`src/rtl/vpu_pkg.sv`:
```
// Shared types for the vector pipe controller.
//   slot_state_t : lifecycle of one pipeline stage slot (IDLE -> BUSY -> DONE)
//   vpu_req_t    : request payload as stored in the queue and the stage slots
//   slot_active  : helper, true when a slot holds work (BUSY or DONE)
// Payload storage widths are fixed here; the controller's width parameters
// default to these values and resize at the ports.
package vpu_pkg;

    localparam int VPU_OP_W  = 4;
    localparam int VPU_DLY_W = 4;
    localparam int VPU_TAG_W = 4;

    typedef enum logic [1:0] {
        SLOT_IDLE = 2'd0,
        SLOT_BUSY = 2'd1,
        SLOT_DONE = 2'd2
    } slot_state_t;

    typedef struct packed {
        logic [VPU_OP_W-1:0]  op;
        logic [VPU_DLY_W-1:0] dly;
        logic [VPU_TAG_W-1:0] tag;
    } vpu_req_t;

    function automatic logic slot_active(input slot_state_t s);
        return (s != SLOT_IDLE);
    endfunction

endpackage

```
`src/rtl/vpu_req_fifo.sv`:
```
// In-order request queue, first-word-fall-through.
//   clk, rst     : clock, synchronous active-high reset (empties the queue)
//   i_push/i_push_data : write one entry (ignored while full)
//   i_pop        : drop the head entry (ignored while empty)
//   o_head_data  : current head entry, valid whenever o_empty is low
//   o_full, o_empty, o_count : occupancy status
module vpu_req_fifo #(
    parameter int DEPTH = 4,
    parameter int WIDTH = 12
) (
    input  logic                     clk,
    input  logic                     rst,
    input  logic                     i_push,
    input  logic [WIDTH-1:0]         i_push_data,
    input  logic                     i_pop,
    output logic [WIDTH-1:0]         o_head_data,
    output logic                     o_full,
    output logic                     o_empty,
    output logic [$clog2(DEPTH):0]   o_count
);

    localparam int AW = $clog2(DEPTH);
    localparam int CW = AW + 1;

    logic [WIDTH-1:0] r_mem [DEPTH];
    logic [AW-1:0]    r_wr_ptr;
    logic [AW-1:0]    r_rd_ptr;
    logic [CW-1:0]    r_count;
    logic             w_push;
    logic             w_pop;

    assign w_push = i_push && !o_full;
    assign w_pop  = i_pop && !o_empty;

    // Storage has no reset so it can map onto distributed RAM.
    always_ff @(posedge clk) begin
        if (w_push) begin
            r_mem[r_wr_ptr] <= i_push_data;
        end
    end

    always_ff @(posedge clk) begin
        if (rst) begin
            r_wr_ptr <= '0;
            r_rd_ptr <= '0;
            r_count  <= '0;
        end else begin
            if (w_push) begin
                r_wr_ptr <= r_wr_ptr + AW'(1);
            end
            if (w_pop) begin
                r_rd_ptr <= r_rd_ptr + AW'(1);
            end
            // Simultaneous push and pop leaves the count unchanged.
            case ({w_push, w_pop})
                2'b10:   r_count <= r_count + CW'(1);
                2'b01:   r_count <= r_count - CW'(1);
                default: r_count <= r_count;
            endcase
        end
    end

    // Head is read combinationally so the stage logic can consume it in
    // the same cycle it decides to load the operand-fetch slot.
    assign o_head_data = r_mem[r_rd_ptr];
    assign o_full      = (r_count == CW'(DEPTH));
    assign o_empty     = (r_count == '0);
    assign o_count     = r_count;

endmodule

```
`src/rtl/vpu_pipe_ctrl.sv`:
```
// Three-stage (operand fetch, execute, writeback) pipeline controller.
// Requests are queued in order, then walk through OPG -> EXE -> WB slots;
// each slot start is a one-cycle pulse and each stage reports completion
// through its *_done_i. A finished writeback produces a completion pulse
// one cycle later.
//   clk, rst                      : clock, synchronous active-high reset
//   req_valid_i/req_ready_o       : request handshake
//   req_op_i/req_delay_i/req_tag_i: request payload
//   opget_*                       : operand-fetch stage start/tag/done
//   exec_*                        : execute stage start/op/delay/done
//   wb_*                          : writeback stage start/tag/done
//   cpl_valid_o/cpl_tag_o         : completion pulse
//   busy_o/inflight_o             : queued + in-slot request count
module vpu_pipe_ctrl
    import vpu_pkg::*;
#(
    parameter int REQ_DEPTH = 4,
    parameter int OP_W      = VPU_OP_W,
    parameter int DLY_W     = VPU_DLY_W,
    parameter int TAG_W     = VPU_TAG_W,
    parameter int PIPELINED = 1
) (
    input  logic                         clk,
    input  logic                         rst,
    input  logic                         req_valid_i,
    output logic                         req_ready_o,
    input  logic [OP_W-1:0]              req_op_i,
    input  logic [DLY_W-1:0]             req_delay_i,
    input  logic [TAG_W-1:0]             req_tag_i,
    output logic                         opget_start_o,
    output logic [TAG_W-1:0]             opget_tag_o,
    input  logic                         opget_done_i,
    output logic                         exec_start_o,
    output logic [OP_W-1:0]              exec_op_o,
    output logic [DLY_W-1:0]             exec_delay_o,
    input  logic                         exec_done_i,
    output logic                         wb_start_o,
    output logic [TAG_W-1:0]             wb_tag_o,
    input  logic                         wb_done_i,
    output logic                         cpl_valid_o,
    output logic [TAG_W-1:0]             cpl_tag_o,
    output logic                         busy_o,
    output logic [$clog2(REQ_DEPTH)+2:0] inflight_o
);

    localparam int CNT_W = $clog2(REQ_DEPTH) + 1;
    localparam int IF_W  = $clog2(REQ_DEPTH) + 3;

    vpu_req_t               w_push_pl;
    vpu_req_t               w_head_pl;
    logic                   w_fifo_full;
    logic                   w_fifo_empty;
    logic [CNT_W-1:0]       w_fifo_count;

    slot_state_t            r_opg_st, r_exe_st, r_wb_st;
    slot_state_t            w_opg_st_next, w_exe_st_next, w_wb_st_next;
    vpu_req_t               r_opg_pl, r_exe_pl;
    logic [VPU_TAG_W-1:0]   r_wb_tag;
    logic                   r_cpl_valid;
    logic [VPU_TAG_W-1:0]   r_cpl_tag;

    logic w_wb_fin, w_wb_free;
    logic w_exe_fin, w_exe_xfer, w_exe_free;
    logic w_opg_fin, w_opg_xfer, w_opg_free;
    logic w_all_idle, w_issue_ok, w_opg_load;

    assign w_push_pl = '{op: VPU_OP_W'(req_op_i), dly: VPU_DLY_W'(req_delay_i),
                         tag: VPU_TAG_W'(req_tag_i)};
    assign req_ready_o = !w_fifo_full;

    vpu_req_fifo #(
        .DEPTH (REQ_DEPTH),
        .WIDTH ($bits(vpu_req_t))
    ) u_fifo (
        .clk         (clk),
        .rst         (rst),
        .i_push      (req_valid_i && req_ready_o),
        .i_push_data (w_push_pl),
        .i_pop       (w_opg_load),
        .o_head_data (w_head_pl),
        .o_full      (w_fifo_full),
        .o_empty     (w_fifo_empty),
        .o_count     (w_fifo_count)
    );

    // A slot counts as finished either when already DONE or when BUSY and
    // its done arrives now, so a free downstream slot lets work move on in
    // the done cycle itself. Done is only honoured in BUSY, which is entered
    // on the edge after the start pulse, so a done in the start cycle is
    // ignored. WB never parks in DONE: its done frees it outright.
    assign w_wb_fin   = (r_wb_st == SLOT_BUSY) && wb_done_i;
    assign w_wb_free  = (r_wb_st == SLOT_IDLE) || w_wb_fin;

    assign w_exe_fin  = (r_exe_st == SLOT_DONE) || ((r_exe_st == SLOT_BUSY) && exec_done_i);
    assign w_exe_xfer = !rst && w_exe_fin && w_wb_free;
    assign w_exe_free = (r_exe_st == SLOT_IDLE) || w_exe_xfer;

    assign w_opg_fin  = (r_opg_st == SLOT_DONE) || ((r_opg_st == SLOT_BUSY) && opget_done_i);
    assign w_opg_xfer = !rst && w_opg_fin && w_exe_free;
    assign w_opg_free = (r_opg_st == SLOT_IDLE) || w_opg_xfer;

    // Non-pipelined mode issues only into a completely empty pipe, so the
    // next operand fetch never starts before the previous completion pulse.
    assign w_all_idle = (r_opg_st == SLOT_IDLE) && (r_exe_st == SLOT_IDLE) &&
                        (r_wb_st == SLOT_IDLE);
    assign w_issue_ok = (PIPELINED != 0) || w_all_idle;
    assign w_opg_load = !rst && !w_fifo_empty && w_opg_free && w_issue_ok;

    always_comb begin
        w_opg_st_next = r_opg_st;
        w_exe_st_next = r_exe_st;
        w_wb_st_next  = r_wb_st;

        if (w_opg_load) begin
            w_opg_st_next = SLOT_BUSY;
        end else if (w_opg_xfer) begin
            w_opg_st_next = SLOT_IDLE;
        end else if ((r_opg_st == SLOT_BUSY) && opget_done_i) begin
            w_opg_st_next = SLOT_DONE;
        end

        if (w_opg_xfer) begin
            w_exe_st_next = SLOT_BUSY;
        end else if (w_exe_xfer) begin
            w_exe_st_next = SLOT_IDLE;
        end else if ((r_exe_st == SLOT_BUSY) && exec_done_i) begin
            w_exe_st_next = SLOT_DONE;
        end

        if (w_exe_xfer) begin
            w_wb_st_next = SLOT_BUSY;
        end else if (w_wb_fin) begin
            w_wb_st_next = SLOT_IDLE;
        end
    end

    always_ff @(posedge clk) begin
        if (rst) begin
            r_opg_st    <= SLOT_IDLE;
            r_exe_st    <= SLOT_IDLE;
            r_wb_st     <= SLOT_IDLE;
            r_opg_pl    <= '0;
            r_exe_pl    <= '0;
            r_wb_tag    <= '0;
            r_cpl_valid <= 1'b0;
            r_cpl_tag   <= '0;
        end else begin
            r_opg_st    <= w_opg_st_next;
            r_exe_st    <= w_exe_st_next;
            r_wb_st     <= w_wb_st_next;
            if (w_opg_load) begin
                r_opg_pl <= w_head_pl;
            end
            if (w_opg_xfer) begin
                r_exe_pl <= r_opg_pl;
            end
            if (w_exe_xfer) begin
                r_wb_tag <= r_exe_pl.tag;
            end
            r_cpl_valid <= w_wb_fin;
            r_cpl_tag   <= w_wb_fin ? r_wb_tag : '0;
        end
    end

    assign opget_start_o = w_opg_load;
    assign exec_start_o  = w_opg_xfer;
    assign wb_start_o    = w_exe_xfer;

    assign opget_tag_o  = slot_active(r_opg_st) ? TAG_W'(r_opg_pl.tag) : '0;
    assign exec_op_o    = slot_active(r_exe_st) ? OP_W'(r_exe_pl.op)   : '0;
    assign exec_delay_o = slot_active(r_exe_st) ? DLY_W'(r_exe_pl.dly) : '0;
    assign wb_tag_o     = slot_active(r_wb_st)  ? TAG_W'(r_wb_tag)     : '0;

    assign cpl_valid_o = r_cpl_valid;
    assign cpl_tag_o   = TAG_W'(r_cpl_tag);

    assign inflight_o = IF_W'(w_fifo_count) + IF_W'(slot_active(r_opg_st)) +
                        IF_W'(slot_active(r_exe_st)) + IF_W'(slot_active(r_wb_st));
    assign busy_o     = (inflight_o != '0);

endmodule
```
`config.mk`:
```
export PLATFORM = sky130hd
export DESIGN_NAME = vpu_pipe_ctrl
export DESIGN_NICKNAME = d
export VERILOG_FILES = /design/src/rtl/vpu_pkg.sv /design/src/rtl/vpu_req_fifo.sv /design/src/rtl/vpu_pipe_ctrl.sv
export SDC_FILE = /design/constraint.sdc
export NUM_CORES = 1
export LEC_CHECK = 0
export ABC_AREA = 1
export BUFFER_PORTS_ARGS = -buffer_cell sky130_fd_sc_hd__buf_2
export CAP_MARGIN = 10
export CORE_MARGIN = 5
export CORE_UTILIZATION = 40
export CTS_BUF_LIST = sky130_fd_sc_hd__clkbuf_2
export CTS_CLUSTER_SIZE = 30
export DETAILED_ROUTE_END_ITERATION = 16
export SLEW_MARGIN = 0
export SYNTH_ARGS = -nofsm -noshare
export SYNTH_HDL_FRONTEND = slang
export SYNTH_SLANG_ARGS = --single-unit
```
`constraint.sdc`:
```
create_clock -name clk -period 3.9 [get_ports clk]
set_clock_uncertainty 0.1 [all_clocks]
set_input_delay 0.975 -clock clk [delete_from_list [all_inputs] [get_ports clk]]
set_output_delay 0.975 -clock clk [all_outputs]
set_load 0.01 [all_outputs]
```
* Word level (Yosys, flattened, before mapping)
Memory sizes are Yosys's and may differ from the RTL's. A register that Yosys moved wholly into a read port is not among the register bits.
Index checks and enable logic that the tools add are counted.
W data, S select, Z words.
** Storage, ports and cells
- Memories kept :: 1
- Input bits :: 18
- Register bits after elaboration :: 33
- Bits in writable memories :: 48
** Memory list
- u_fifo.r_mem :: words 4, width 12, rd ports 1, clocked after Yosys merged registers in 1, wr ports 1, line vpu_req_fifo.sv:25 : logic [WIDTH-1:0] r_mem [DEPTH];
** Cells by class
- Eq/ne operators :: 7
- Reductions and logical operators :: 34
- $add $sub $neg :: 7
- Bitwise operators :: 1
- Multiplexer cells :: 15
** Operator list (number)
- $mux W4 :: 4
- $logic_and A1 B1 Y1 :: 12
- $mux W1 :: 10
- $reduce_bool A2 Y1 :: 4
- $eq A2 B1 Y1 const B :: 3
- $eq A2 B2 Y1 const B :: 3
- $logic_not A2 Y1 :: 3
- $pmux W3 S2 :: 1
- $reduce_bool A3 Y1 :: 2
- $reduce_or A3 Y1 :: 2
- $add A4 B1 Y5 :: 1
- $add A5 B1 Y5 :: 1
- $logic_or A1 B1 Y1 :: 5
- $reduce_bool A5 Y1 :: 1
- $add A2 B1 Y2 const B :: 2
- $add A3 B1 Y4 :: 1
- $add A3 B1 Y3 const B :: 1
- $eq A3 B3 Y1 const B :: 1
- $logic_not A1 Y1 :: 3
- $logic_not A3 Y1 :: 1
- $sub A3 B1 Y3 const B :: 1
- $reduce_or A2 Y1 :: 1
- $not A1 Y1 :: 1

* Longest topological paths before layout
Gate-level depths: netlist of the first run.
- Word-level depth :: 12
- Gate-level depth with buffers :: 16
- Mapped depth without buffers :: 16

* Hierarchy
From an unflattened synthesis of the first run, not the netlist that was laid out.
** Unflattened totals
- Cell total of the unflattened synthesis :: 434
- Area, all modules :: 4025.1 um^2
** By module, submodules not included
- vpu_req_fifo :: instances 1, seq. area each 1621.6 um^2, cells an instance 186, area an instance 2285.9 um^2
- vpu_pipe_ctrl :: instances 1, seq. area each 760.7 um^2, cells an instance 248, area an instance 1739.2 um^2

* Worst setup path after synthesis of the first run
Ideal clock, no wire load.
- Path type :: flip-flop to output port
- Start point :: register r_wb_st[0]
- End point :: output busy_o
- Path buffers :: 0
- Cell stages (with the launch flop) :: 7
- Data required time :: 2825 ps
- Data arrival time :: 2351 ps
- Slack :: 474 ps
- Cells stage by stage :: dfxtp_1 inv_1 fa_1 inv_1 ha_1 fa_1 or4_1
** On the way
- Word-level cells in the longest chain between the ends :: 2
** Ends and longest elaborated chain
- from (decl) :: line vpu_pipe_ctrl.sv:55 : slot_state_t r_opg_st, r_exe_st, r_wb_st;
- from (signal assigned) :: line vpu_pipe_ctrl.sv:150 : r_wb_st <= w_wb_st_next;
- $add A5 B1 Y5 :: line vpu_pipe_ctrl.sv:178 : IF_W'(slot_active(r_exe_st)) + IF_W'(slot_active(r_wb_st));
- net inflight_o[1] :: line vpu_pipe_ctrl.sv:43 : output logic [$clog2(REQ_DEPTH)+2:0] inflight_o
- $reduce_bool A5 Y1 :: line vpu_pipe_ctrl.sv:179 : assign busy_o = (inflight_o != '0);
- to (decl) :: line vpu_pipe_ctrl.sv:42 : output logic busy_o,
The timed path passes the listed nets, and every way through them passes these cells.

* Worst setup path in the final report of the first run
- Start point :: register u_fifo.r_count[0], in the netlist u_fifo.o_count[0]
- End point :: output busy_o
** On the way
- Word-level cells in the longest chain between the ends :: 4
** Ends and longest elaborated chain
- from (decl) :: line vpu_req_fifo.sv:28 : logic [CW-1:0] r_count;
- from (signal assigned) :: line vpu_req_fifo.sv:56 : 2'b10: r_count <= r_count + CW'(1);
- from (signal assigned) :: line vpu_req_fifo.sv:57 : 2'b01: r_count <= r_count - CW'(1);
- from (signal assigned) :: line vpu_req_fifo.sv:58 : default: r_count <= r_count;
- $add A3 B1 Y4 :: line vpu_pipe_ctrl.sv:177 : assign inflight_o = IF_W'(w_fifo_count) + IF_W'(slot_active(r_opg_st)) +
- $add A4 B1 Y5 :: line vpu_pipe_ctrl.sv:177
- $add A5 B1 Y5 :: line vpu_pipe_ctrl.sv:178
- $reduce_bool A5 Y1 :: line vpu_pipe_ctrl.sv:179
Every way passes these cells.

==> results_dict.tcl, run 1 <==
set metrics [dict create \
    top_post_synthesis_cells_by_area "edfxtp_1 37%, dfxtp_1 23%, nor2_1 8.2%" \
    cpPeakStageDelay_ns 0.54 \
    ir_worst_vdd_mv 0.241 \
    timing.slew.headroom_pct 37.1 \
    synth-warning-count 0 \
    postSynthRegisterBits 93 \
    grt.met1_usage_pct 16.9 \
    fin_worst_hold_slack_ns 0.367 \
    floorplan.die_area_mm2 0.0117 \
    run_status "finished, violations left" \
    wl_um 7360 \
    std_cell_rows 36 \
    final_period_minus_worst_setup_slack_ns 3.91 \
    synth.cell_area_mm2 0.00387 \
    capture_instance_of_the_worst_register_to_register_path "u_fifo.o_count[2]" \
    area_delta_synth_final_pct 14.4 \
    htree_num_levels 3 \
    max_cap_viol_count 0 \
    nNetsFinal 480 \
    setup.worst_path.end_class "output port" \
    worst_path_most_repeated_cell "fa_1" \
    grt.met2_usage_pct 22.6 \
    buffer_ports.inserted 47 \
    clock_tree_root_buffer_cell "clkbuf_2" \
    clock_tree.buffer_depth 2 \
    ys.flop_type "edfxtp_1" \
    grt_antenna_before_repair 0 \
    gp_congestion 0.759 \
    postRouteAntennaNets 0 \
    finalCritPeriodShare_pct 100 \
    most_used_routing_layer_in_global_routing "met2" \
    peak_fanout_along_the_critical_path 2 \
    synth.net_count 429 \
    via_per_inst 4.60 \
    starting_utilization_of_the_core_area_pct 40.3 \
    synth_edf_count 48 \
    failed_checks "negative setup slack" \
    grt.met3_usage_pct 3.16 \
    hold_buffers 0 \
    yosysMostFrequentCell "nor2_1" \
    global_route_wire_length_before_repair_um 12500 \
    timing.hold.worst.start "r_wb_tag[3]" \
    total_leakage_power_nw 1.83 \
    grtUsageTotal_pct 13.5 \
    finalHoldViolCount 0 \
    family_with_the_most_delay_on_the_worst_path "adder cells" \
    first_global_vias 2632 \
    criticalPathCategory "flip-flop to output port" \
    drc 0 \
    cts.reportedPaths.clkPinSlew_ns 0.29 \
    dr.first_iter.drc_count 131 \
    setup_viol 1 \
    netlist_instances 401 \
    post-synth-top-area-fraction_pct 37.2 \
    number_of_pins_exceeding_their_max_slew_limit_in_the_final_report 0 \
    tightest_slew_ns 0.942 \
    postSynthAreaPerCell_um2 9.65 \
    synth.yosys.seq_area_share_pct 60.5 \
    worst_r2r_startpoint "r_wb_st[0]" \
    min-delay-path-class "flip-flop to flip-flop" \
    yosys-top-cells-count "85 x nor2_1, 59 x o21ai_0, 48 x edfxtp_1, 46 x inv_1, 45 x dfxtp_1" \
    drive_above_1_share_pct 20.6 \
    yosysTopAreaCell "edfxtp_1" \
    cts.sink_count 93 \
    drtPass1Iterations 4 \
    detailed_place_hpwl_um 4950 \
    rr_worst_depth 15 \
    r2r_slack_ns 1.15 \
    worst-path-buf-inv 3 \
    crit_start "u_fifo.o_count[0]" \
    crit_path_cell_chain "inv_4, fa_1, inv_2, ha_4, fa_1, or4_1, buf_2" \
    synthArstFlopShare_pct 0 \
    cp_data_arrival_time_ns 2.83 \
    synth.distinct_cells 28 \
    post-layout-total-power_mw 2.68 \
    floorplan.die.width_um 108 \
    cts_tree "yes" \
    whs_path_depth 2 \
    cts-buffers-inserted 9 \
    cp-start-kind "flip-flop" \
    vias 2712 \
    grt-ovfl-total 0 \
    setup_repair_after_global_routing_missed_its_margin "true" \
    preCtsSetupSlack_ns 0.381 \
    slowest_cp_cell "fa_1" \
    i_o_pin_total 49 \
    grt_start_max_net_pins 36 \
    die_height_um 108 \
    wire_length_per_cell_after_detailed_routing_um 12.5 \
    final.setup.worst_slack_ns -0.00568 \
    clkLatencyLatePin_ns 0.55 \
    pwr_cell_area_mw_per_mm2 605 \
    diodes 0 \
    core-area_mm2 0.00959 \
    cp.required_ns 2.82 \
    highest_clock_rate_mhz 256 \
    hold-path-endpoint "cpl_tag_o[3]" \
]
-- layout by cell type (no fill, tap or decap) --
cell | synthesis | routed
o21ai_0 | 59 | 59
clkinv_8 | 0 | 1
buf_2 | 5 | 47
inv_1 | 46 | 43
a21oi_2 | 1 | 1
bufinv_16 | 0 | 1
nand3_2 | 1 | 1
clkbuf_2 | 1 | 9
nor2_1 | 85 | 85
inv_2 | 1 | 3
a31oi_2 | 1 | 1
or4_1 | 1 | 1
nand2_4 | 3 | 3
inv_8 | 0 | 3
inv_4 | 1 | 2
ha_4 | 0 | 1
buf_4 | 2 | 11
nor2_4 | 1 | 1
conb_1 | 1 | 1
nor3_1 | 3 | 3
nand2_2 | 3 | 3
fa_1 | 3 | 3
inv_6 | 0 | 2
nand3_1 | 7 | 7
nand3b_1 | 13 | 13
xor2_1 | 2 | 2
nand2_1 | 26 | 26
dfxtp_4 | 0 | 1
dfxtp_1 | 45 | 41
ha_1 | 7 | 6
dfxtp_2 | 0 | 3
edfxtp_1 | 48 | 48
a21oi_1 | 25 | 25
-- routing by layer --
metal	up-vias	routed length, um	share of wire, %
met5	-	0	0
met3	10	360	4.9
met2	49	3460	47
met1	1238	3450	47
li1	1415	-	-
met4	0	97	1.3
-- power by group --
part           total [mW]  internal [mW]  switching (mW)
logic               0.868          0.332           0.536
clock network       0.542          0.174           0.369
registers            1.27           1.19          0.0796
-- state kept, by name, indices dropped and copies added (netlist names), 3 cells and up --
register	count
cpl_tag_o	4
r_exe_pl	12
r_opg_pl	12
r_wb_tag	4
u_fifo.o_count	3
u_fifo.r_mem	48
-- what timing repair did --
item,in CTS,in global routing
gates resized for setup,11,0
buffers inserted,4,0
setup endpoints to repair,1,1
pin swaps,3,1
-- layout make-up --
cell class                 count  area (um^2)
fill                         922         5160
timing repair buffer          58          318
tap                          133          166
inverter                      48          185
multi-input combinational    242         1270
clock inverter                 7         97.6
sequential                    93         2350
clock buffer                   9         45.0
-- cell families after synthesis --
family	count (synthesis)	synth area share [%]
compound gates	86	11.4
simple gates	143	16.7
buf+inv	66	7.05
flops	93	60.5
xor+xnor	2	0.453
other cells	1	0.0969
fa+ha+maj	10	3.81
-- worst max path at each step --
| stage | end | slack [ns] | cells after the start |
|---|---|---|---|
| detailed placement | busy_o | 0.38 | 7 |
| global placement | busy_o | 0.40 | 7 |
| finish | busy_o | -0.006 | 7 |
| global route | busy_o | -0.14 | 7 |
| floorplan | busy_o | 0.47 | 6 |
| CTS | busy_o | -0.06 | 7 |
-- stage by stage --
stage / area (um^2) / TNS [ns] / utilization, % / std cells
2_1_floorplan: 3870 / 0 / - / 401
5_1_grt: 4430 / -0.137 / 46.2 / 590
4_1_cts: 4430 / -0.0598 / 46.2 / 590
6_report: 4430 / -0.00568 / 46.2 / 590
3_5_place_dp: 4240 / 0 / 44.1 / 570
3_3_place_gp: 4240 / 0 / 44.1 / 570
-- tightest hold or removal path, cell delays in order (launching register included) --
cell,delay (ns)
dfxtp_1,0.39
inv_1,0.05
nor2_1,0.03
No activity file was read; power rests on OpenSTA's default activity.
==> run 2: changes to the inputs <==
CTS_BUF_LIST = unset   (was sky130_fd_sc_hd__clkbuf_2)
==> run 2 against run 1 <==
  * The flow now finishes without violations
  * Critical path type unchanged
  * Setup slack gained 0.15 ns
  * Sequential power is essentially flat
  * Highest routed layer unchanged
  * Design area rose by 0.68%
  * Register-to-register slack improved by 0.07 ns
  * Cell count decreased by 0.68%
  * Largest cell class unchanged
==> results_dict.tcl, run 2 (synthesis results as in run 1) <==
set metrics [dict create \
    cp_data_arrival_time_ns 2.68 \
    internal_power_mw 1.81 \
    cts.sink_count 93 \
    grtUsageTotal_pct 13.3 \
    slowest_cp_cell "fa_1" \
    pwr_cell_area_mw_per_mm2 623 \
    crit_path_cell_chain "inv_2, fa_1, inv_1, ha_1, fa_1, or4_1, buf_2" \
    drc 0 \
    criticalPathCategory "flip-flop to output port" \
    total_leakage_power_nw 1.83 \
    area_delta_synth_final_pct 15.2 \
    drtPass1Iterations 4 \
    final.setup.worst_slack_ns 0.142 \
    clock_tree.buffer_depth 2 \
    p_seq_share_pct 45.7 \
    timing.hold.worst.start "r_wb_tag[3]" \
    first_global_vias 2585 \
    worst_path_most_repeated_cell "fa_1" \
    detailed_place_hpwl_um 4950 \
    pwr-share-clk_pct 24.9 \
    setup_repair_after_global_routing_missed_its_margin "false" \
    clock_tree_root_buffer_cell "clkbuf_8" \
    largest_register_ff_count 48 \
    floorplan.die_area_mm2 0.0117 \
    postRouteAntennaNets 0 \
    reg.largest.list "u_fifo.r_mem: 48 flops, r_exe_pl: 12 flops, r_opg_pl: 12 flops" \
    cts_setup_buffers 0 \
    vias 2686 \
    most_common_cell_after_layout_fill_and_taps_aside "nor2_1" \
    preCtsSetupSlack_ns 0.381 \
    p_switching_mw 0.971 \
    switching_share_pct 34.9 \
    peak_fanout_along_the_critical_path 7 \
    via_per_inst 4.58 \
    starting_utilization_of_the_core_area_pct 40.3 \
    clkLatencyLatePin_ns 0.35 \
    most-common-layout-cells "85 x nor2_1, 59 x o21ai_0, 48 x edfxtp_1" \
    global_route_wire_length_before_repair_um 12200 \
    floorplan.die.width_um 108 \
    htree_num_levels 3 \
    die_height_um 108 \
    cp-start-kind "flip-flop" \
    highest_clock_rate_mhz 266 \
    final_period_minus_worst_setup_slack_ns 3.76 \
    tightest_slew_ns 0.930 \
    core-area_mm2 0.00959 \
    cts-buffers-inserted 9 \
    worst_r2r_startpoint "r_exe_st[0]" \
    diodes 0 \
    rr_worst_depth 15 \
    register_area_mm2 0.00235 \
    max_cap_viol_count 0 \
    gp_congestion 0.759 \
    drive_above_1_share_pct 18.5 \
    num-fill-cells 917 \
    cts_tree "yes" \
    family_with_the_most_delay_on_the_worst_path "adder cells" \
    comb_power_share_pct 29.5 \
    dr.first_iter.drc_count 121 \
    wl_um 7250 \
    finalCritPeriodShare_pct 96.4 \
    grt-ovfl-total 0 \
    wire_length_per_cell_after_detailed_routing_um 12.4 \
    capture_instance_of_the_worst_register_to_register_path "u_fifo.o_count[2]" \
    cts.reportedPaths.clkPinSlew_ns 0.10 \
    finalHoldViolCount 0 \
    i_o_pin_total 49 \
    setup.worst_path.end_class "output port" \
    timing.slew.headroom_pct 37.9 \
    utilization_pct 46.5 \
    ir_worst_vdd_mv 0.252 \
    min-delay-path-class "flip-flop to flip-flop" \
    worst-path-buf-inv 3 \
    nNetsFinal 476 \
    hold-path-endpoint "cpl_tag_o[3]" \
    cp.required_ns 2.82 \
    std_cell_rows 36 \
    grt_antenna_before_repair 0 \
    run_status "finished clean" \
    max_flop_register "u_fifo.r_mem" \
    grt_start_max_net_pins 36 \
    setup_tns_ns 0 \
    setup_viol 0 \
    multiInputGateArea_mm2 0.00126 \
    buffer_ports.inserted 47 \
    whs_path_depth 2 \
    cpPeakStageDelay_ns 0.53 \
    number_of_pins_exceeding_their_max_slew_limit_in_the_final_report 0 \
    r2r_slack_ns 1.22 \
]
-- run 2: cell types whose count changed in the layout (fill, tap and decap cells not counted), moves of 2 or more --
cell	change
dfxtp_1	+3
inv_1	+2
clkbuf_2	-9
buf_4	-4
dfxtp_2	-3
clkbuf_8	+9
-- run 2: power by group through the flow --
stage          Combinational, mW  Clock (mW)  Sequential, mW
2_1_floorplan              0.626           0            1.26
3_5_place_dp               0.835           0            1.29
4_1_cts                    0.838       0.713            1.27
3_3_place_gp               0.817           0            1.29
5_1_grt                    0.948       0.758            1.29
6_report                   0.819       0.691            1.27
-- run 2: metrics by stage --
| step | instance area [um^2] | instances | hold WS (ns) | total power, mW |
|---|---|---|---|---|
| finish | 4460 | 586 | 0.353 | 2.78 |
| global route | 4460 | 586 | 0.367 | 3.00 |
| CTS | 4460 | 586 | 0.358 | 2.82 |
| detailed placement | 4240 | 570 | 0.340 | 2.13 |
| global placement | 4240 | 570 | 0.337 | 2.10 |
| floorplan | 3870 | 401 | 0.322 | 1.89 |
-- run 2: how the worst max path moves through the flow --
| stage | startpoint | endpoint | slack, ns | depth (start not counted) |
|---|---|---|---|---|
| after floorplan | r_wb_st[0] | busy_o | 0.47 | 6 |
| after global placement | r_wb_st[0] | busy_o | 0.40 | 7 |
| after detailed placement | r_wb_st[0] | busy_o | 0.38 | 7 |
| after CTS | r_wb_st[0] | busy_o | 0.06 | 7 |
| after global routing | u_fifo.o_count[0] | busy_o | 0.02 | 7 |
| final | r_wb_st[0] | busy_o | 0.14 | 7 |
-- run 2: worst min-delay path: cells and delay by family, from the launching register on --
family	cells	cell delay [ns]
flip-flops	1	0.34
buffers and inverters	1	0.05
AND/OR/NAND/NOR	1	0.03
-- run 2: cell type report --
cell class                 instances  share of cell area (%)
timing repair buffer              54                    6.45
inverter                          48                    4.10
clock buffer                       9                    2.78
clock inverter                     7                    2.19
sequential                        93                    52.6
tap                              133                    3.73
multi-input combinational        242                    28.2
-- run 2: what timing repair did --
item / CTS / global route
setup endpoints to repair: 1 / 1
hold buffers: 0 / 0
cloned: 0 / 0
gates resized for setup: 1 / 2
-- run 2: metal layers --
metal  part of all wire (%)  GRT usage, %  vias up
met5                      0             0        -
met4                   0.48          4.42        0
met3                    4.8          3.52        2
met2                     49          22.2       55
met1                     46          16.6     1225
li1                       -             -     1404
==> run 3: changes to the inputs <==
ABC_AREA = 0   (was 1)
PLACE_DENSITY_LB_ADDON = 0.1   (was unset)
==> run 3 against run 2 <==
  * Critical path depth unchanged
  * Synthesized cell count shrank 29%
  * Design area is 1.2% higher
  * Largest power group unchanged
  * Highest routed layer unchanged
==> results_dict.tcl, run 3 <==
set metrics [dict create \
    run_status "finished clean" \
    finish.cell_count_without_fillers 477 \
    grt_start_max_net_pins 45 \
    clkLatencyLatePin_ns 0.35 \
    via_per_inst 4.65 \
    synth.distinct_cells 40 \
    utilization_pct 46.8 \
    timing.slew.headroom_pct 46.6 \
    slowest_cp_cell "or4_1" \
    fin_worst_hold_slack_ns 0.367 \
    placed_cells 461 \
    drc 0 \
    postSynthRegisterBits 93 \
    core-area_mm2 0.00964 \
    setup_viol 0 \
    finalCritPeriodShare_pct 96.8 \
    placedInstanceArea_mm2 0.00428 \
    cts_tree "yes" \
    top_post_synthesis_cells_by_area "edfxtp_1 37%, dfxtp_1 23%, mux4_2 6.9%" \
    vias 2219 \
    synth.yosys.seq_area_share_pct 60.2 \
    netlist_instances 286 \
    yosysTopAreaCell "edfxtp_1" \
    final_period_minus_worst_setup_slack_ns 3.78 \
    clock_tree_root_buffer_cell "clkbuf_8" \
    gp_congestion 0.762 \
    cp-start-kind "flip-flop" \
    worst_r2r_startpoint "r_wb_st[0]" \
    detailed_place_hpwl_um 4760 \
    tightest_slew_ns 0.800 \
    drtPass1Iterations 4 \
    pwr_cell_area_mw_per_mm2 603 \
    floorplan.die.width_um 109 \
    synth_edf_count 48 \
    postSynthAreaPerCell_um2 13.6 \
    num-fill-cells 935 \
    synth.net_count 314 \
    reg.largest.list "u_fifo.r_mem: 48 flops, r_exe_pl: 12 flops, r_opg_pl: 12 flops" \
    clock_tree.buffer_depth 2 \
    max_flop_register "u_fifo.r_mem" \
    area_delta_synth_final_pct 15.9 \
    cts-buffers-inserted 9 \
    setup.worst_path.end_class "output port" \
    post-synth-top-area-fraction_pct 37.0 \
    criticalPathCategory "flip-flop to output port" \
    total_leakage_power_nw 1.82 \
    htree_num_levels 3 \
    hold-path-endpoint "r_wb_tag[3]" \
    postLayoutCellArea_mm2 0.00451 \
    crit_path_cell_chain "nor2_4, fa_1, inv_1, ha_1, fa_2, or4_1, buf_2" \
    cp_data_arrival_time_ns 2.70 \
    finalHoldViolCount 0 \
    ir_worst_vdd_mv 0.238 \
    setup_tns_ns 0 \
    r2r_slack_ns 1.08 \
    pwr-share-clk_pct 25.1 \
    peak_fanout_along_the_critical_path 8 \
    synth.cell_area_mm2 0.00389 \
    postRouteAntennaNets 0 \
    switching_share_pct 30.8 \
    ys.flop_type "edfxtp_1" \
    whs_path_depth 2 \
    nNetsFinal 367 \
    first_global_vias 2204 \
    cp.required_ns 2.82 \
    starting_utilization_of_the_core_area_pct 40.4 \
    global_route_wire_length_before_repair_um 11600 \
    internal_power_mw 1.88 \
    setup_repair_after_global_routing_missed_its_margin "false" \
    hold_buffers 0 \
    min-delay-path-class "flip-flop to flip-flop" \
    floorplan.die_area_mm2 0.0118 \
    post-layout-total-power_mw 2.72 \
    p_seq_share_pct 47.7 \
    worst-path-buf-inv 2 \
    p_switching_mw 0.839 \
    capture_instance_of_the_worst_register_to_register_path "u_fifo.o_count[2]" \
    dr.first_iter.drc_count 56 \
    std_cell_rows 36 \
    synth-warning-count 0 \
    max_cap_viol_count 0 \
    number_of_pins_exceeding_their_max_slew_limit_in_the_final_report 0 \
    buffer_ports.inserted 47 \
    diodes 0 \
    synthArstFlopShare_pct 0 \
    grt-ovfl-total 0 \
    preCtsSetupSlack_ns 0.233 \
    grtUsageTotal_pct 13.0 \
    family_with_the_most_delay_on_the_worst_path "adder cells" \
    highest_clock_rate_mhz 265 \
    i_o_pin_total 49 \
    cpPeakStageDelay_ns 0.51 \
    cts.reportedPaths.clkPinSlew_ns 0.10 \
    die_height_um 109 \
    grt_antenna_before_repair 0 \
    most-common-layout-cells "48 x edfxtp_1, 47 x buf_2, 41 x dfxtp_1" \
    wire_length_per_cell_after_detailed_routing_um 15.1 \
    comb_power_share_pct 27.2 \
    largest_register_ff_count 48 \
    rr_worst_depth 10 \
    yosys-top-cells-count "48 x edfxtp_1, 45 x dfxtp_1, 21 x nor2_1, 19 x nor2b_1, 17 x and2_1" \
    final.setup.worst_slack_ns 0.123 \
    yosysMostFrequentCell "edfxtp_1" \
    most_common_cell_after_layout_fill_and_taps_aside "edfxtp_1" \
    cts.sink_count 93 \
    wl_um 7200 \
    drive_above_1_share_pct 30.2 \
    timing.hold.worst.start "r_exe_pl[3]" \
]
==> run 3: power by group through the flow <==
stage / combinational, mW / sequential, mW / clock, mW
floorplan: 0.613 / 1.25 / 0
global placement: 0.745 / 1.32 / 0
detailed placement: 0.748 / 1.32 / 0
CTS: 0.754 / 1.30 / 0.701
global route: 0.818 / 1.33 / 0.750
finish: 0.741 / 1.30 / 0.683
==> run 3: layer usage <==
metal / part of all wire, % / vias up / GRT usage [%]
met5: 0 / - / 0
met4: 1.2 / 0 / 4.87
met3: 4.3 / 9 / 3.02
met2: 48 / 43 / 21.2
met1: 47 / 1053 / 17.0
li1: - / 1114 / -
==> run 3: worst min-delay path, stage by stage (launching register included) <==
cell and delay, ns:
dfxtp_1 0.34, nand2_1 0.05, o21ai_0 0.05
==> run 3: how the worst max path moves through the flow <==
| stage | start | endpoint | slack [ns] | cells past startpoint |
|---|---|---|---|---|
| CTS | r_opg_st[0] | busy_o | 0.01 | 7 |
| finish | r_opg_st[0] | busy_o | 0.12 | 7 |
| detailed placement | r_opg_st[0] | busy_o | 0.23 | 7 |
| global route | r_opg_st[0] | busy_o | 0.02 | 7 |
| global placement | r_opg_st[0] | busy_o | 0.30 | 7 |
| floorplan | r_opg_st[0] | busy_o | 0.45 | 6 |
==> run 3: cells by family (layout without fill, tap and decap cells) <==
group,count (synthesis),in the layout,synth area share (%)
XOR/XNOR,4,4,0.900
multiplexers,39,39,14.9
AO/OA/AOI/OAI,22,22,3.92
buffers and inverters,23,81,2.63
other,1,1,0.0963
flip-flops,93,93,60.2
adder cells (fa/ha/maj),10,10,3.79
AND/OR/NAND/NOR,94,94,13.6
==> run 3: final cells by class <==
type,count,area (um^2),share of cell area [%]
Multi-Input combinational cell,170,1460,32.3
Sequential cell,93,2350,52.1
Clock buffer,9,124,2.75
Timing Repair Buffer,53,280,6.21
Inverter,12,45.0,0.998
Clock inverter,7,85.1,1.89
Tap cell,133,166,3.69
==> run 3: what timing repair did <==
action                                  4_1_cts  5_1_grt
endpoints found under the setup margin        1        1
gates resized for setup                       3        6
setup buffers                                 0        0
